`src/rtl/pc_pkg.sv`:
```
// Shared definitions for the fetch-stage program-counter generator:
// next-PC source select and default reset vector / step.
package pc_pkg;

   typedef enum logic [2:0] {
      SRC_RESET,
      SRC_FLUSH,
      SRC_HOLD,
      SRC_BRANCH,
      SRC_PEND,
      SRC_SEQ
   } pc_src_e;

   localparam logic [31:0] PC_RESET_VEC_DEF = 32'h0000_0000;
   localparam int unsigned PC_STEP_DEF      = 4;

endpackage

```
`src/rtl/pc_gen_if.sv`:
```
// Fetch-control bundle between the pipeline and pc_gen: redirect requests
// in, registered fetch address and status out.
interface pc_gen_if #(
   parameter int ADDR_W = 32
);
   logic              stall_i;
   logic              flush_i;
   logic [ADDR_W-1:0] flush_pc_i;
   logic              branch_flag_i;
   logic [ADDR_W-1:0] branch_target_address_i;
   logic [ADDR_W-1:0] pc;
   logic              ce;
   logic              pend_o;
   logic              misalign_o;

   modport master (
      output stall_i, flush_i, flush_pc_i, branch_flag_i, branch_target_address_i,
      input  pc, ce, pend_o, misalign_o
   );

   modport slave (
      input  stall_i, flush_i, flush_pc_i, branch_flag_i, branch_target_address_i,
      output pc, ce, pend_o, misalign_o
   );
endinterface

```
`src/rtl/pc_pend_buf.sv`:
```
// One-entry pending-branch buffer: holds a branch target resolved while fetch
// is stalled until the stall drops. Clear has priority over load.
module pc_pend_buf #(
   parameter int ADDR_W = 32
) (
   input  logic              clk,
   input  logic              rst,
   input  logic              load,
   input  logic              clr,
   input  logic [ADDR_W-1:0] load_addr,
   output logic              valid,
   output logic [ADDR_W-1:0] addr
);

   always_ff @(posedge clk) begin
      if (rst || clr)
         valid <= 1'b0;
      else if (load)
         valid <= 1'b1;
   end

   // Address is qualified by valid, so it carries no reset.
   always_ff @(posedge clk) begin
      if (load)
         addr <= load_addr;
   end

endmodule

```
`src/rtl/pc_gen.sv`:
```
// Fetch-stage PC generator with reset vector, stall hold, flush redirect and
// pending-branch buffer. Optional misalignment flag: PC_MISALIGN_CHECK_EN.
module pc_gen
   import pc_pkg::*;
#(
   parameter int                ADDR_W    = 32,
   parameter logic [ADDR_W-1:0] RESET_VEC = ADDR_W'(PC_RESET_VEC_DEF),
   parameter int unsigned       STEP      = PC_STEP_DEF
) (
   input  logic     clk,
   input  logic     rst,
   pc_gen_if.slave  bus
);

   localparam logic [ADDR_W-1:0] STEP_V = ADDR_W'(STEP);

   pc_src_e           src;
   logic [ADDR_W-1:0] next_pc;
   logic [ADDR_W-1:0] pc_q;
   logic              ce_q;
   logic              mis_q;
   logic              pend_valid;
   logic [ADDR_W-1:0] pend_addr;
   logic              pend_load;
   logic              pend_clr;

   // A cycle with ce=0 is the enable-delay slot after reset: still at RESET_VEC.
   always_comb begin
      src     = SRC_SEQ;
      next_pc = pc_q + STEP_V;
      if (rst || !ce_q) begin
         src     = SRC_RESET;
         next_pc = RESET_VEC;
      end else if (bus.flush_i) begin
         src     = SRC_FLUSH;
         next_pc = bus.flush_pc_i;
      end else if (bus.stall_i) begin
         src     = SRC_HOLD;
         next_pc = pc_q;
      end else if (bus.branch_flag_i) begin
         src     = SRC_BRANCH;
         next_pc = bus.branch_target_address_i;
      end else if (pend_valid) begin
         src     = SRC_PEND;
         next_pc = pend_addr;
      end
   end

   // Only a stall keeps the buffer; every other source consumes or discards it.
   assign pend_load = (src == SRC_HOLD) && bus.branch_flag_i;
   assign pend_clr  = (src != SRC_HOLD);

   pc_pend_buf #(.ADDR_W(ADDR_W)) u_pend (
      .clk       (clk),
      .rst       (rst),
      .load      (pend_load),
      .clr       (pend_clr),
      .load_addr (bus.branch_target_address_i),
      .valid     (pend_valid),
      .addr      (pend_addr)
   );

   always_ff @(posedge clk) begin
      if (rst) begin
         ce_q <= 1'b0;
         pc_q <= RESET_VEC;
      end else begin
         ce_q <= 1'b1;
         pc_q <= next_pc;
      end
   end

`ifdef PC_MISALIGN_CHECK_EN
   localparam logic [ADDR_W-1:0] ALIGN_MASK = STEP_V - ADDR_W'(1);

   // Evaluated on the value being loaded, so holds keep the flag and
   // increments from a misaligned PC keep it set.
   always_ff @(posedge clk) begin
      if (rst || src == SRC_RESET)
         mis_q <= 1'b0;
      else
         mis_q <= |(next_pc & ALIGN_MASK);
   end
`else
   assign mis_q = 1'b0;
`endif

   assign bus.pc         = pc_q;
   assign bus.ce         = ce_q;
   assign bus.pend_o     = pend_valid;
   assign bus.misalign_o = mis_q;

endmodule

```
`src/flat_wrapper.sv`:
```
// flat-port wrapper written by rule: the top's interface ports become plain ports
module pc_gen_flat import pc_pkg::*;
#(
   parameter int                ADDR_W    = 32,
   parameter logic [ADDR_W-1:0] RESET_VEC = ADDR_W'(PC_RESET_VEC_DEF),
   parameter int unsigned       STEP      = PC_STEP_DEF
)
  (clk, rst, bus_stall_i, bus_flush_i, bus_flush_pc_i, bus_branch_flag_i, bus_branch_target_address_i, bus_pc, bus_ce, bus_pend_o, bus_misalign_o);
  pc_gen_if #(.ADDR_W(ADDR_W)) bus_i ();
  input  logic clk;
  input  logic rst;
  input wire logic [$bits(bus_i.stall_i)-1:0] bus_stall_i;
  input wire logic [$bits(bus_i.flush_i)-1:0] bus_flush_i;
  input wire logic [$bits(bus_i.flush_pc_i)-1:0] bus_flush_pc_i;
  input wire logic [$bits(bus_i.branch_flag_i)-1:0] bus_branch_flag_i;
  input wire logic [$bits(bus_i.branch_target_address_i)-1:0] bus_branch_target_address_i;
  output wire logic [$bits(bus_i.pc)-1:0] bus_pc;
  output wire logic [$bits(bus_i.ce)-1:0] bus_ce;
  output wire logic [$bits(bus_i.pend_o)-1:0] bus_pend_o;
  output wire logic [$bits(bus_i.misalign_o)-1:0] bus_misalign_o;
  assign bus_i.stall_i = bus_stall_i;
  assign bus_i.flush_i = bus_flush_i;
  assign bus_i.flush_pc_i = bus_flush_pc_i;
  assign bus_i.branch_flag_i = bus_branch_flag_i;
  assign bus_i.branch_target_address_i = bus_branch_target_address_i;
  assign bus_pc = bus_i.pc;
  assign bus_ce = bus_i.ce;
  assign bus_pend_o = bus_i.pend_o;
  assign bus_misalign_o = bus_i.misalign_o;
  pc_gen #(.ADDR_W(ADDR_W), .RESET_VEC(RESET_VEC), .STEP(STEP)) u_core (.clk(clk), .rst(rst), .bus(bus_i));
endmodule
```
`config.mk`:
```
export PLATFORM = sky130hd
export DESIGN_NAME = pc_gen_flat
export DESIGN_NICKNAME = d
export VERILOG_FILES = /design/src/rtl/pc_pkg.sv /design/src/rtl/pc_gen_if.sv /design/src/rtl/pc_pend_buf.sv /design/src/rtl/pc_gen.sv /design/src/flat_wrapper.sv
export SDC_FILE = /design/constraint.sdc
export NUM_CORES = 1
export LEC_CHECK = 0
export ABC_AREA = 1
export BUFFER_PORTS_ARGS = -buffer_cell sky130_fd_sc_hd__buf_4
export CAP_MARGIN = 15
export CORE_MARGIN = 2
export CORE_UTILIZATION = 53
export CTS_CLUSTER_DIAMETER = 80
export CTS_CLUSTER_SIZE = 28
export DETAILED_ROUTE_END_ITERATION = 7
export PLACE_DENSITY = 0.8
export SYNTH_ARGS = -nofsm -noshare
export SYNTH_HDL_FRONTEND = slang
export SYNTH_SLANG_ARGS = --single-unit
```
`constraint.sdc`:
```
create_clock -name clk -period 4.5 [get_ports clk]
set_clock_uncertainty 0.2 [all_clocks]
set_input_delay 0.9 -clock clk [delete_from_list [all_inputs] [get_ports clk]]
set_output_delay 0.9 -clock clk [all_outputs]
set_load 0.02 [all_outputs]
```
==> results of run 1 <==
through the flow:
stage	power [mW]	cell area, um^2	setup slack, ns	hold slack [ns]
after detailed placement	0.879	4700	1.36	0.309
after CTS	1.44	4930	1.72	0.323
after floorplan	0.782	3870	1.03	0.315
final	1.44	4930	1.73	0.320
after global routing	1.50	4930	1.54	0.347
after global placement	0.877	4700	1.41	0.293
cell usage in the layout, fill, tap and decap left out, types with 2 or more instances in the layout:
cell / netlist / layout
sky130_fd_sc_hd__inv_6: 0 / 2
sky130_fd_sc_hd__nand2_4: 2 / 2
sky130_fd_sc_hd__o21ai_1: 3 / 3
sky130_fd_sc_hd__o211ai_1: 8 / 8
sky130_fd_sc_hd__nor2_4: 4 / 4
sky130_fd_sc_hd__a221oi_1: 16 / 16
sky130_fd_sc_hd__nand2_1: 187 / 187
sky130_fd_sc_hd__inv_2: 6 / 6
sky130_fd_sc_hd__o21ai_0: 19 / 19
sky130_fd_sc_hd__nand3_1: 40 / 40
sky130_fd_sc_hd__a22o_1: 2 / 2
sky130_fd_sc_hd__a31oi_1: 2 / 2
sky130_fd_sc_hd__nor2_2: 12 / 13
sky130_fd_sc_hd__clkbuf_8: 0 / 9
sky130_fd_sc_hd__clkinvlp_4: 0 / 2
sky130_fd_sc_hd__nand4_1: 4 / 4
sky130_fd_sc_hd__nand3b_1: 3 / 3
sky130_fd_sc_hd__inv_1: 44 / 44
sky130_fd_sc_hd__a21oi_1: 18 / 18
sky130_fd_sc_hd__bufinv_16: 0 / 2
sky130_fd_sc_hd__nand2_2: 5 / 5
sky130_fd_sc_hd__edfxtp_1: 32 / 32
sky130_fd_sc_hd__buf_4: 2 / 105
sky130_fd_sc_hd__o21bai_1: 4 / 4
sky130_fd_sc_hd__dfxtp_1: 34 / 34
sky130_fd_sc_hd__nor2_1: 84 / 83
worst min-delay path: stages (launching register included):
cell and delay (ns):
sky130_fd_sc_hd__dfxtp_1 0.35, sky130_fd_sc_hd__nand2_1 0.08, sky130_fd_sc_hd__nand2_1 0.05
synth_stat cells, drive strengths merged, types with 4 or more instances:
cell type,count,area share (%)
a21oi,18,2.3
a221oi,16,3.6
buf,14,1.9
dfxtp,34,18
edfxtp,32,25
inv,50,4.8
nand2,194,20
nand3,40,5.2
nand4,4,0.65
nor2,101,12
o211ai,8,1.6
o21ai,22,2.8
o21bai,4,0.78
path summary, 6_finish.rpt:
path	start	endpoint	depth (start not counted)
max	bus_flush_i	u_core.u_pend.addr[17]	7
min	u_core.bus.pc[31]	u_core.bus.pc[31]	2
min reg2reg	u_core.bus.pc[31]	u_core.bus.pc[31]	2
max reg2reg	u_core.bus.ce	u_core.u_pend.addr[17]	5
where the power goes:
part / internal (mW) / total [mW] / switching, mW
logic: 0.0894 / 0.199 / 0.110
registers: 0.647 / 0.669 / 0.0224
clock network: 0.317 / 0.573 / 0.256
total: 1.05 / 1.44 / 0.389
per-layer routing:
layer | vias to the layer above | GRT usage, % | wire [um]
met3 | 20 | 4.80 | 681
met5 | - | 0 | 0
met4 | 0 | 9.50 | 191
li1 | 2005 | - | -
met2 | 147 | 46.5 | 5170
met1 | 1873 | 40.0 | 4930
registers in the layout, summed over array words and instances (netlist names):
register / cells
u_core.bus.pc: 32
u_core.u_pend.addr: 32
u_core.bus.ce: 1
u_core.u_pend.valid: 1
area by class of cell:
cell class	instances	area, um^2	area share (%)
clock inverter	7	101	2.06
sequential	66	1640	33.3
tap	99	124	2.51
inverter	51	191	3.89
clock buffer	9	124	2.51
timing repair buffer	105	788	16.0
multi-input combinational	418	1960	39.7
cells by family after synthesis:
logic type / after synthesis / synth area share (%)
AO/OA/AOI/OAI: 72 / 11.9
XOR/XNOR: 2 / 0.452
adder cells (fa/ha/maj): 1 / 0.323
buffers and inverters: 68 / 7.17
flip-flops: 66 / 42.4
other: 1 / 0.0968
AND/OR/NAND/NOR: 342 / 37.7
==> impl_summary.md, run 1 <==
Outcome
The run finished with clean final reports.

Global route
The maximum number of pins on one net before global-route repair is 31. For this run the aggregate overflow at the end of global routing stands at 0. The initial antenna violation count is 0. The number of global-route vias before repair came to 3651. The global-route usage over all layers is 29.0%. The first global-routing pass estimated 17600 um of wire.

STA
Setup violations remaining at the end of the flow were counted as 0. The transition time at the pin with the least slew margin is 0.736 ns. In the finished design, the share of the clock period the worst path needs comes to 61.5%. The final count of pins violating max slew is 0.

The relative max-transition margin is 50.9%. The final critical-path required period is 2.77 ns. Derived from the worst setup path, the maximum achievable clock frequency is 362 MHz. Setup repair after global routing left no endpoint under its margin.

The number of failing hold endpoints at the final stage is 0. Summed over all failing endpoints, the final setup total negative slack is 0 ns.

Synthesis
The sequential fraction of the synthesis area is 42.4%. The leading register cell type out of synthesis is sky130_fd_sc_hd__dfxtp_1. After synthesis the netlist holds a flip-flop and latch count of 66. The post-synthesis cell count is 552. The fraction of registers with async set or reset after synthesis is 0%. The net count of the mapped netlist is 622. In this run the cell area of the synthesized design comes to 0.00387 mm^2.

The count of unique library cells instantiated by Yosys is 30. Yosys printed 0 warnings. The count of flip-flops with a built-in enable after synthesis is 32. Each instance of the synthesized netlist takes up on average 7.02 um^2.

Power
The maximum vdd drop is 0.197 mV. Summed over all cells, the static leakage comes to 2.15 nW. In this run the power density over the cells is 293 mW/mm^2.

Die
The die covers 0.00801 mm^2. The number of top-level pins is 104. The standard cell core area is 0.00718 mm^2. The height of the die is 89.5 um. The effective utilization at floorplan is 54.0%. The die is 89.5 um wide. The placement row count is 31.

Clock network
Clock-pin slew was measured on the worst setup and hold paths at 0.08 ns. The latest clock arrival within the worst-skew pair is 0.35 ns. TritonCTS built the clock tree. Once the clock tree was built, the resizer swapped 0 gates to a different size. The clock passes through at most 2 buffers. The maximum level of the CTS H-tree is 3. The hold buffer count at cts is 0. The number of setup buffers added after CTS is 0. In this run the clock root is driven by a sky130_fd_sc_hd__clkbuf_8.

The number of clock buffers added by TritonCTS is 9. The sink count of the clock tree is 66.

Critical path
The worst setup path category is in -> reg. STA classifies the critical path startpoint as an input port. In this run the worst path has a maximum fanout of 30. Counting both buffers and inverters, the worst setup path holds a total of 4. The register-to-register setup slack is 2.37 ns. Walking the worst path, the cells encountered are buf_4, nor2_2, inv_2, nor2_4, inv_1, nor2_2, buf_4. Grouping stages by cell kind, the critical path spends the most delay in buffers and inverters.

The largest incremental delay on the critical path is 0.36 ns. The critical-path cell with the highest stage delay is sky130_fd_sc_hd__nor2_4. The critical path capture point type is a register.

Data arrives at the worst endpoint at 2.60 ns. The endpoint required time on the critical path is 4.33 ns.

Final layout
The fraction of final layout cells sized beyond drive strength 1 is 23.2%. Relative to the synthesized area, the layout overhead comes to 27.2%. For this run, the number of standard cells in the final layout without fillers is 755. The layout has 634 filler cells. The diode insertion count for antenna repair is 0. The core utilization of the finished layout is 68.6%. The final layout contains 721 nets.

Detailed routing
The vias per cell is 5.36. The detail route stage leaves a number of antenna-violating nets equal to 0. The total iterations of the first detailed-routing run is 5. After detailed routing, the average wire length per cell comes to 14.5 um. The DRC violation total after the first TritonRoute iteration is 298. The total via count in the routed design is 4045. After detailed routing, the total wire length is 11000 um. For this run, design rule violations remaining after detail routing come to 0.

Hold path
The path class of the tightest hold or removal check is reg -> reg.

Placement
The count of input and output buffers is 102. Detailed placement finished with a half-perimeter wire length of 8180 um. The number of cells in the design after placement is 739. The placer congestion estimate is 0.941.

Flow run
The tool flagged a number of max-cap violations equal to 0.
(Power assumes the default switching activity.)
==> inputs of run 2 (changes only) <==
==> constraint.sdc (replaced) <==
create_clock -name clk -period 2.7 [get_ports clk]
set_clock_uncertainty 0.2 [all_clocks]
set_input_delay 0.54 -clock clk [delete_from_list [all_inputs] [get_ports clk]]
set_output_delay 0.54 -clock clk [all_outputs]
set_load 0.02 [all_outputs]
==> run 2 against run 1 <==
Compared with the run above: die area stayed put; flip-flop and latch count stayed put; first-iteration DRC count is 43% higher; critical path type unchanged; largest cell class unchanged; largest power group unchanged.
==> impl_summary.md, run 2 (synthesis gave the netlist of run 1 again) <==
Placement
The instance area after placement is 0.00474 mm^2 (+0.90%). The total half-perimeter wirelength after legalization and detailed placement is 8720 um (+6.6%). The placer congestion estimate is 0.967 (+2.8%).

The number of cells in the design after placement is 743 (+0.54%). The count of input and output buffers is 102 (unchanged).

Outcome
The flow ran to the end, and the final reports show no timing, DRC or antenna violations.

Final layout
The fraction of final layout cells sized beyond drive strength 1 is 23.2% (about the same). The cell area after layout came to 0.00493 mm^2 (about the same). The number of inserted filler cells in the final layout came to 627 (-1.1%). The layout overhead on the synthesized area is 27.3% (about the same). The non-filler instance count after layout is 759 (+0.53%). The diode insertion count for antenna repair is 0 (unchanged). The final net count is 725 (+0.55%). In the layout the commonest cells are sky130_fd_sc_hd__nand2_1 (187), sky130_fd_sc_hd__buf_4 (108), sky130_fd_sc_hd__nor2_1 (83), sky130_fd_sc_hd__inv_1 (44), sky130_fd_sc_hd__nand3_1 (40). The most common cell after layout, fill and taps aside is sky130_fd_sc_hd__nand2_1.

Critical path
The cell type with the highest occurrence count on the critical path is sky130_fd_sc_hd__nand2_1. The register-to-register setup slack is 0.80 ns (-1.57 ns). The depth of the worst register-to-register path is 10 (+5). The critical path capture point type is a register. The number of buffers and inverters on the critical path was 3 (-1).

The nature of the critical path startpoint is an input port. The critical-path cell with the highest stage delay is sky130_fd_sc_hd__a221oi_1. In this design, the largest share of critical-path delay is due to buffers and inverters. The worst register-to-register path ends at u_core.bus.pc[24]. The endpoint required time on the critical path was 2.75 ns (-1.58 ns). The endpoint arrival time on the critical path is 2.03 ns (-0.57 ns). Traced cell by cell, the critical path runs through buf_4, inv_2, nand2_1, inv_2, a221oi_1, nand2_1, nand2_1, nand2_1. The highest net fanout along the worst path is 29 (-3.3%). In this run the critical register-to-register path is launched from u_core.bus.pc[2]. Tracing the worst setup path back leads to its startpoint at bus_branch_flag_i. The critical path is of the in -> reg type. The largest incremental delay on the critical path is 0.54 ns (+0.18 ns).

STA
The number of failing setup endpoints in the final timing report was 0 (unchanged). Based on the critical path, the design can be clocked at up to 504 MHz. The transition time at the pin with the least slew margin is 0.527 ns (-0.209 ns). The relative max-transition margin is 64.8% (+14 points). The total negative setup slack is 0 ns (unchanged). The hold slack was 0.151 ns (-0.169 ns).

The number of failing hold endpoints at the final stage was 0 (unchanged). The final critical-path required period is 1.98 ns. In the finished design, the share of the clock period the worst path needs comes to 73.5%. The final count of pins violating max slew was 0 (unchanged). Setup repair after global routing left no endpoint under its margin.

Power
The share of total power in the clock network was 35.7% (-4.1 points). The internal power of the cells is 1.65 mW (+57%). The sequential fraction of design power was 49.2% (+2.8 points). The reported net switching power was 0.620 mW (+59%).

The share of total power in combinational logic came to 15.1% (+1.3 points). The overall power of the completed layout is 2.27 mW (+57%). The ratio of total power to cell area is 461 mW/mm^2 (+57%).

The maximum vdd drop is 0.294 mV (+49%). The leakage power of the design is 2.16 nW (about the same). The switching portion of total power came to 27.3% (+0.33 points).

Global route
The maximum number of pins on one net before global-route repair is 33 (+6.5%). The first-pass GRT wire length came to 18600 um (+5.4%). The global-route usage over all layers is 30.6% (+1.6 points). The overall overflow remaining after global route is 0 (unchanged).

The number of global-route vias before repair came to 3822 (+4.7%). The initial antenna violation count came to 0 (unchanged).

Detailed routing
The number of DRC violations after detailed routing is 0 (unchanged). The total via count in the routed design is 4117 (+1.8%). The mean routed wirelength per cell is 15.4 um (+6.0%). The total wirelength of the detailed-routed design is 11700 um (+6.5%). The number of nets with antenna violations after routing was 0 (unchanged). The vias per cell came to 5.42 (+1.2%). The total iterations of the first detailed-routing run came to 5 (unchanged).

The DRC violation total after the first TritonRoute iteration is 426 (+43%).

Die
The die extent in x is 89.5 um (unchanged). The number of top-level pins is 104 (unchanged). The placement row count is 31 (unchanged). The area of the die is 0.00801 mm^2 (unchanged). The standard cell core area came to 0.00718 mm^2 (unchanged). The height of the die is 89.5 um (unchanged). The effective utilization at floorplan is 54.0% (unchanged).

Clock network
The clock buffer count from CTS was 9 (unchanged). The post-cts repair resize count is 0 (unchanged). The buffers inserted during post-CTS setup optimization is 0 (unchanged). The latest clock arrival within the worst-skew pair is 0.35 ns (about the same). The CTS tree is yes. The maximum level of the CTS H-tree is 3 (unchanged).

The sink count of the clock tree came to 66 (unchanged). The clock root buffer is sky130_fd_sc_hd__clkbuf_8. The clock tree buffer depth was 2 (unchanged). The clock transition at the register clock pins on the worst setup and hold paths after CTS is 0.08 ns (about the same). The hold buffer count at cts is 0 (unchanged).

Hold path
The path class of the tightest hold or removal check is in -> reg. The worst hold path cell count is 2 (unchanged). The startpoint identified for the worst hold timing path is rst. For hold timing, the worst endpoint is u_core.bus.ce.

Flow run
The number of maximum-capacitance violations is 0 (unchanged).
## run 2: cell count changes in the layout (fill, tap and decap cells not counted)
cell                        change
sky130_fd_sc_hd__buf_4          +3
sky130_fd_sc_hd__clkinv_1       +2
sky130_fd_sc_hd__inv_6          -2
sky130_fd_sc_hd__buf_12         +1
sky130_fd_sc_hd__bufinv_16      -1
sky130_fd_sc_hd__clkbuf_1       +1
sky130_fd_sc_hd__clkinv_2       +1
sky130_fd_sc_hd__clkinv_4       -1
## run 2: cell type report
| cell class | count | area (um^2) | area share (%) |
|---|---|---|---|
| Clock buffer | 10 | 128 | 2.59 |
| Sequential cell | 66 | 1640 | 33.3 |
| Multi-Input combinational cell | 418 | 1960 | 39.7 |
| Inverter | 51 | 191 | 3.88 |
| Clock inverter | 6 | 57.6 | 1.17 |
| Tap cell | 99 | 124 | 2.51 |
| Timing Repair Buffer | 109 | 831 | 16.9 |
## run 2: worst max-delay path by stage
stage,to,slack (ns),cells past startpoint
2_1_floorplan,u_core.u_pend.addr[0],0.12,6
3_3_place_gp,u_core.bus.pc[21],0.47,9
3_5_place_dp,u_core.bus.pc[24],0.41,9
4_1_cts,u_core.bus.pc[24],0.80,9
5_1_grt,u_core.bus.pc[5],0.64,8
6_report,u_core.bus.pc[24],0.72,8
## run 2: metrics by stage
stage | setup slack, ns | util (%)
floorplan | 0.117 | -
global placement | 0.470 | 66.1
detailed placement | 0.413 | 66.1
CTS | 0.800 | 68.7
global route | 0.637 | 68.7
finish | 0.716 | 68.7
## run 2: power groups by stage
stage / Clock [mW] / Combinational, mW / Sequential [mW]
floorplan: 0 / 0.146 / 1.16
global placement: 0 / 0.330 / 1.14
detailed placement: 0 / 0.338 / 1.14
CTS: 0.816 / 0.339 / 1.12
global route: 0.864 / 0.375 / 1.12
finish: 0.811 / 0.342 / 1.12
## run 2: worst reg2reg max path, cell delays in order (launching register included)
cell and delay [ns]:
sky130_fd_sc_hd__dfxtp_1 0.43, sky130_fd_sc_hd__ha_1 0.23, sky130_fd_sc_hd__nand2_2 0.12, sky130_fd_sc_hd__nor2_8 0.14
sky130_fd_sc_hd__nand2_4 0.09, sky130_fd_sc_hd__nor2_4 0.21, sky130_fd_sc_hd__nand3_1 0.11, sky130_fd_sc_hd__nand3_1 0.11
sky130_fd_sc_hd__nand2_1 0.05, sky130_fd_sc_hd__nand2_1 0.08, sky130_fd_sc_hd__nand2_1 0.05
## run 2: metal layers
metal	vias up	track usage (%)	share of wire [%]
met5	-	0	0
met3	26	6.37	8.9
met2	237	46.9	46
li1	2008	-	-
met1	1846	41.8	43
met4	0	13.2	2.2
